## src/rtl/fetch_pkg.sv

```systemverilog
// Shared definitions for the operand fetch controller: FSM state encoding and default sizes.
package fetch_pkg;

  typedef enum logic [1:0] {
    S_IDLE  = 2'd0,
    S_FETCH = 2'd1,
    S_DRAIN = 2'd2,
    S_DONE  = 2'd3
  } fetch_state_e;

  localparam int WORDSIZE = 16;
  localparam int ADDRSIZE = 5;

endpackage

```

## src/rtl/op_pair_reg.sv

```systemverilog
// Operand-pair holding register: loads a new pair on request, holds it until the consumer takes it.
module op_pair_reg
  import fetch_pkg::*;
#(
  parameter int wordsize = WORDSIZE
) (
  input  logic                clk,
  input  logic                rst,
  input  logic                load_i,
  input  logic                clear_i,
  input  logic [wordsize-1:0] d0_i,
  input  logic [wordsize-1:0] d1_i,
  input  logic                d1_valid_i,
  input  logic                d_last_i,
  output logic [wordsize-1:0] op0_o,
  output logic [wordsize-1:0] op1_o,
  output logic                op_valid_o,
  output logic                op1_valid_o,
  output logic                last_o
);

  logic [wordsize-1:0] op0_q, op1_q;
  logic                op_valid_q, op1_valid_q, last_q;

  // Contents only change on a load, so a stalled pair stays put until accepted.
  always_ff @(posedge clk) begin
    if (rst) begin
      op0_q       <= '0;
      op1_q       <= '0;
      op_valid_q  <= 1'b0;
      op1_valid_q <= 1'b0;
      last_q      <= 1'b0;
    end else if (load_i) begin
      op0_q       <= d0_i;
      op1_q       <= d1_i;
      op_valid_q  <= 1'b1;
      op1_valid_q <= d1_valid_i;
      last_q      <= d_last_i;
    end else if (clear_i) begin
      op_valid_q  <= 1'b0;
    end
  end

  assign op0_o       = op0_q;
  assign op1_o       = op1_q;
  assign op_valid_o  = op_valid_q;
  assign op1_valid_o = op1_valid_q;
  assign last_o      = last_q;

endmodule

```

## src/rtl/operand_fetch_controller.sv

```systemverilog
// Streams n words from a dual-port memory as operand pairs with a valid/ready handshake.
// Optional FETCH_STALL_CNT_EN adds a saturating stall-cycle counter output.
module operand_fetch_controller
  import fetch_pkg::*;
#(
  parameter int wordsize = WORDSIZE,
  parameter int addrsize = ADDRSIZE
) (
  input  logic                clk,
  input  logic                rst,
  input  logic                start,
  input  logic [addrsize-1:0] base,
  input  logic [addrsize:0]   count,
  output logic [addrsize-1:0] mem_addr0,
  output logic [addrsize-1:0] mem_addr1,
  input  logic [wordsize-1:0] mem_data0,
  input  logic [wordsize-1:0] mem_data1,
  output logic [wordsize-1:0] op0,
  output logic [wordsize-1:0] op1,
  output logic                op_valid,
  input  logic                op_ready,
  output logic                op1_valid,
  output logic                last,
  output logic                busy,
  output logic                done
`ifdef FETCH_STALL_CNT_EN
  ,
  output logic [15:0]         stall_cycles
`endif
);

  localparam logic [addrsize:0] TWO = (addrsize+1)'(2);

  fetch_state_e        state_q;
  logic [addrsize-1:0] ptr_q;
  logic [addrsize:0]   remaining_q;
  logic                busy_q, done_q;
  logic                load, clear, two_left;

  assign two_left  = (remaining_q >= TWO);
  assign load      = (state_q == S_FETCH) && (!op_valid || op_ready);
  assign clear     = (state_q == S_DRAIN) && op_valid && op_ready;
  // The pointer wraps, so the top address pairs with address 0.
  assign mem_addr0 = (state_q == S_FETCH) ? ptr_q : '0;
  assign mem_addr1 = (state_q == S_FETCH) ? ptr_q + addrsize'(1) : '0;

  always_ff @(posedge clk) begin
    if (rst) begin
      state_q     <= S_IDLE;
      ptr_q       <= '0;
      remaining_q <= '0;
      busy_q      <= 1'b0;
      done_q      <= 1'b0;
    end else begin
      done_q <= 1'b0;
      case (state_q)
        S_IDLE: begin
          if (start) begin
            if (count != '0) begin
              ptr_q       <= base;
              remaining_q <= count;
              busy_q      <= 1'b1;
              state_q     <= S_FETCH;
            end else begin
              done_q  <= 1'b1;
              state_q <= S_DONE;
            end
          end
        end
        S_FETCH: begin
          if (load) begin
            ptr_q       <= ptr_q + addrsize'(2);
            remaining_q <= two_left ? remaining_q - TWO : '0;
            if (remaining_q <= TWO) state_q <= S_DRAIN;
          end
        end
        S_DRAIN: begin
          if (clear) begin
            busy_q  <= 1'b0;
            done_q  <= 1'b1;
            state_q <= S_DONE;
          end
        end
        S_DONE:  state_q <= S_IDLE;
        default: state_q <= S_IDLE;
      endcase
    end
  end

  assign busy = busy_q;
  assign done = done_q;

  op_pair_reg #(.wordsize(wordsize)) u_pair (
    .clk         (clk),
    .rst         (rst),
    .load_i      (load),
    .clear_i     (clear),
    .d0_i        (mem_data0),
    .d1_i        (two_left ? mem_data1 : '0),
    .d1_valid_i  (two_left),
    .d_last_i    (remaining_q <= TWO),
    .op0_o       (op0),
    .op1_o       (op1),
    .op_valid_o  (op_valid),
    .op1_valid_o (op1_valid),
    .last_o      (last)
  );

`ifdef FETCH_STALL_CNT_EN
  logic [15:0] stall_q;

  // op_valid is low in IDLE, so the start clear never races an increment.
  always_ff @(posedge clk) begin
    if (rst) begin
      stall_q <= '0;
    end else if ((state_q == S_IDLE) && start) begin
      stall_q <= '0;
    end else if (op_valid && !op_ready && (stall_q != 16'hFFFF)) begin
      stall_q <= stall_q + 16'd1;
    end
  end

  assign stall_cycles = stall_q;
`endif

endmodule

```

## config.mk

```make
export PLATFORM = sky130hd
export DESIGN_NAME = operand_fetch_controller
export DESIGN_NICKNAME = d
export VERILOG_FILES = /design/src/rtl/fetch_pkg.sv /design/src/rtl/op_pair_reg.sv /design/src/rtl/operand_fetch_controller.sv
export SDC_FILE = /design/constraint.sdc
export NUM_CORES = 1
export LEC_CHECK = 0
export CAP_MARGIN = 20
export CORE_MARGIN = 1
export CORE_UTILIZATION = 35
export CTS_CLUSTER_SIZE = 24
export DETAILED_ROUTE_END_ITERATION = 16
export PLACE_DENSITY = 0.71
export SLEW_MARGIN = 20
export SYNTH_ARGS = -nofsm -noshare
export SYNTH_HDL_FRONTEND = slang
export SYNTH_SLANG_ARGS = --single-unit
```

## constraint.sdc

```tcl
create_clock -name clk -period 5.7 [get_ports clk]
set_input_delay 1.71 -clock clk [delete_from_list [all_inputs] [get_ports clk]]
set_output_delay 1.71 -clock clk [all_outputs]
set_load 0.02 [all_outputs]
```

==> flow_metrics.py <==
metrics = {
    "outcome": {
        "outcome": "completed",
    },
    "floorplanning": {
        "pin_count": 94,
        "die-width_microns": 83.0,
        "num_rows": 29,
        "core_area_sq_um": 6350,
        "die-area_sq_um": 6880,
        "fp.dieH_microns": 83.0,
        "start_util": 0.361,
    },
    "logic_synthesis": {
        "yosysWarningCount": 0,
        "synth-adder-area-share": 0.0382,
        "synth_top_family_by_area": "compound AO/OA/AOI/OAI gates",
        "synth_top_area_frac": 0.436,
        "ys_ff_latch": 50,
        "synth_mux_area_frac": 0.00873,
        "synthFlopType": "dfxtp_1",
        "synth_nets": 325,
        "syn_area_per_cell_sq_um": 8.46,
        "ys_seq_area_frac": 0.436,
        "synthSimpleGateAreaFrac": 0.217,
        "synth_edf_count": 0,
        "yosys.area.top_type": "dfxtp_1",
        "yosysUniqueCellTypes": 42,
        "synth_xor_area_frac": 0.0153,
        "synth.area.top_cells": "dfxtp_1 (44%), a21oi_1 (6.8%), nand2_1 (6.5%)",
        "synth-compound-area-share": 0.236,
        "async_flop_share": 0,
        "netlist_area_sq_um": 2290,
        "syn_inst": 271,
    },
    "placement": {
        "post-place-ws_ns": 1.39,
        "portBuffers": 93,
        "dpl.hpwl_mm": 4.01,
        "place.gp.congestion": 0.818,
    },
    "critical_path": {
        "path_class": "reg2out",
        "endpoint_kind": "output pin",
        "critPathLaunchType": "flop",
        "critPathArrivalTime_ns": 3.04,
        "critical_path.max_fanout": 21,
        "worstPathRequired_ns": 3.99,
    },
    "sta": {
        "worst_pin_slew_ns": 0.985,
        "period_share": 0.834,
        "max_slew_margin": 0.344,
        "drv_slew": 0,
        "finalHoldViolations": 0,
        "tns_ns": 0,
        "finalSetupViolations": 0,
        "max_freq_ghz": 0.210,
        "fin_skew_ns": 0.00764,
        "period_needed_ns": 4.75,
        "layout_setup_ws_ns": 0.948,
        "rsz0062_at_grt": "false",
    },
    "layout": {
        "multiInputGateArea_sq_um": 1190,
        "seqCellArea_sq_um": 1000,
        "drive_above_1_share": 0.0563,
        "fill_cells": 605,
        "final_cell_mix": "clkdlybuf4s50_1 (92), dfxtp_1 (50), nand2_1 (40)",
        "nets": 408,
        "antenna_cells": 0,
        "syn_to_final_growth_pct": 46.8,
        "final_common_cell": "clkdlybuf4s50_1",
    },
    "cts": {
        "clk_latency_ns": 0.29,
        "h-tree-depth": 2,
        "post_cts_buffers": 0,
        "clkTransAtPathRegs_ns": 0.09,
        "hold_buffers": 0,
        "cts_tree": "yes",
        "cts_resized": 0,
        "cts.sinks": 50,
        "cts-buffers-inserted": 5,
        "clk_path_buf_depth": 2,
        "cts-root-buf": "clkbuf_8",
    },
    "grt": {
        "grt_pass1_vias": 2002,
        "grt_start_max_net_pins": 52,
        "grt_pass1_wl_mm": 9.28,
        "grt_util_all_layers": 0.161,
        "overflow": 0,
        "antenna_found_initial": 0,
    },
    "flow_run": {
        "drv_cap": 0,
    },
    "routing": {
        "drt_iter0_drc": 58,
        "drt_wl_total_mm": 5.75,
        "wire_per_inst_microns": 13.3,
        "firstDrtPassIters": 4,
        "routed_via_density": 5.22,
        "num_vias": 2257,
        "antenna_left": 0,
        "drc_errors": 0,
    },
    "hold_path": {
        "hold_path_class": "reg2reg",
    },
    "power_and_ir_drop": {
        "cellLeakagePower_nw": 1.21,
        "power-per-cell-area_nw_per_um2": 482,
        "vdd_drop_max_mv": 0.216,
    },
}
-- through the flow --
step	instance area (sq um)	hold slack, ns	std cells	power (W)	utilization
final	3370	0.460	432	0.00162	0.530
after global routing	3370	0.476	432	0.00174	0.530
after CTS	3360	0.462	432	0.00162	0.528
after detailed placement	3240	0.449	424	0.00137	0.511
after global placement	3240	0.441	424	0.00136	0.511
after floorplan	2290	0.444	271	0.00109	-
-- routing by layer --
| layer | share of wire | track usage | routed length [microns] | vias to the layer above |
|---|---|---|---|---|
| met5 | 0 | 0 | 0 | - |
| li1 | - | - | - | 1115 |
| met2 | 0.47 | 0.268 | 2700 | 94 |
| met4 | 0.0054 | 0.0313 | 31 | 0 |
| met1 | 0.46 | 0.213 | 2660 | 1040 |
| met3 | 0.062 | 0.0398 | 357 | 8 |
-- layout make-up --
cell class                 count  share of cell area
clock buffer                   5              0.0204
clock inverter                 3              0.0130
inverter                       8             0.00892
multi-input combinational    195               0.354
sequential                    50               0.297
tap                           77              0.0286
timing repair buffer          94               0.277
-- critical path, stage by stage, from the launching register on --
cell             delay [ns]
dfxtp_1                0.32
inv_1                  0.13
ha_1                   0.72
clkinv_1               0.70
nor2_1                 0.24
clkdlybuf4s50_1        0.63
-- state kept, by name, summed over array words and instances, names as in the netlist --
signal,cells
state_q,2
ptr_q,5
u_pair.last_o,1
u_pair.op1_valid_o,1
u_pair.op0_o,16
u_pair.op1_o,16
busy,1
done,1
remaining_q,6
u_pair.op_valid_o,1
-- cells in the mapped netlist, types with 2 or more instances --
master / count
nand3_1: 8
and2_1: 9
buf_2: 7
nor2_1: 30
inv_1: 7
ha_1: 7
xor2_1: 3
nor4_1: 4
a211oi_1: 5
a22oi_1: 19
nor3_1: 2
mux2i_1: 2
o31ai_1: 5
dfxtp_1: 50
nor2b_1: 4
clkbuf_1: 10
a31oi_1: 3
o211ai_1: 2
a21oi_1: 31
nand2_1: 40
o2bb2ai_1: 2
-- report_power, final --
group          leakage [nW]  total [W]  switching (W)  internal [W]
registers             0.409   0.000526      0.0000803      0.000446
logic                 0.747   0.000849       0.000482      0.000367
clock network        0.0585   0.000247       0.000115      0.000132
total                  1.21    0.00162       0.000677      0.000944
-- final timing paths --
| path | slack, ns | end | cells after the start | startpoint |
|---|---|---|---|---|
| worst min-delay path | 0.46 | u_pair.op0_o[15]$_SDFFE_PP0P_ | 2 | u_pair.op0_o[15]$_SDFFE_PP0P_ |
| worst max-delay path | 0.95 | mem_addr1[0] | 5 | state_q[1]$_SDFFE_PP0P_ |
| worst min register to register | 0.46 | u_pair.op0_o[15]$_SDFFE_PP0P_ | 2 | u_pair.op0_o[15]$_SDFFE_PP0P_ |
| worst max register to register | 2.69 | u_pair.op1_o[1]$_SDFFE_PP0P_ | 6 | state_q[1]$_SDFFE_PP0P_ |
-- cells by family (layout without fill, tap and decap cells) --
logic type	after synthesis	after routing
fa+ha+maj	7	7
mux	2	2
buf+inv	26	110
compound gates	76	76
flops	50	50
simple gates	106	106
xor+xnor	4	4
Power figures use the tool's default switching activity.
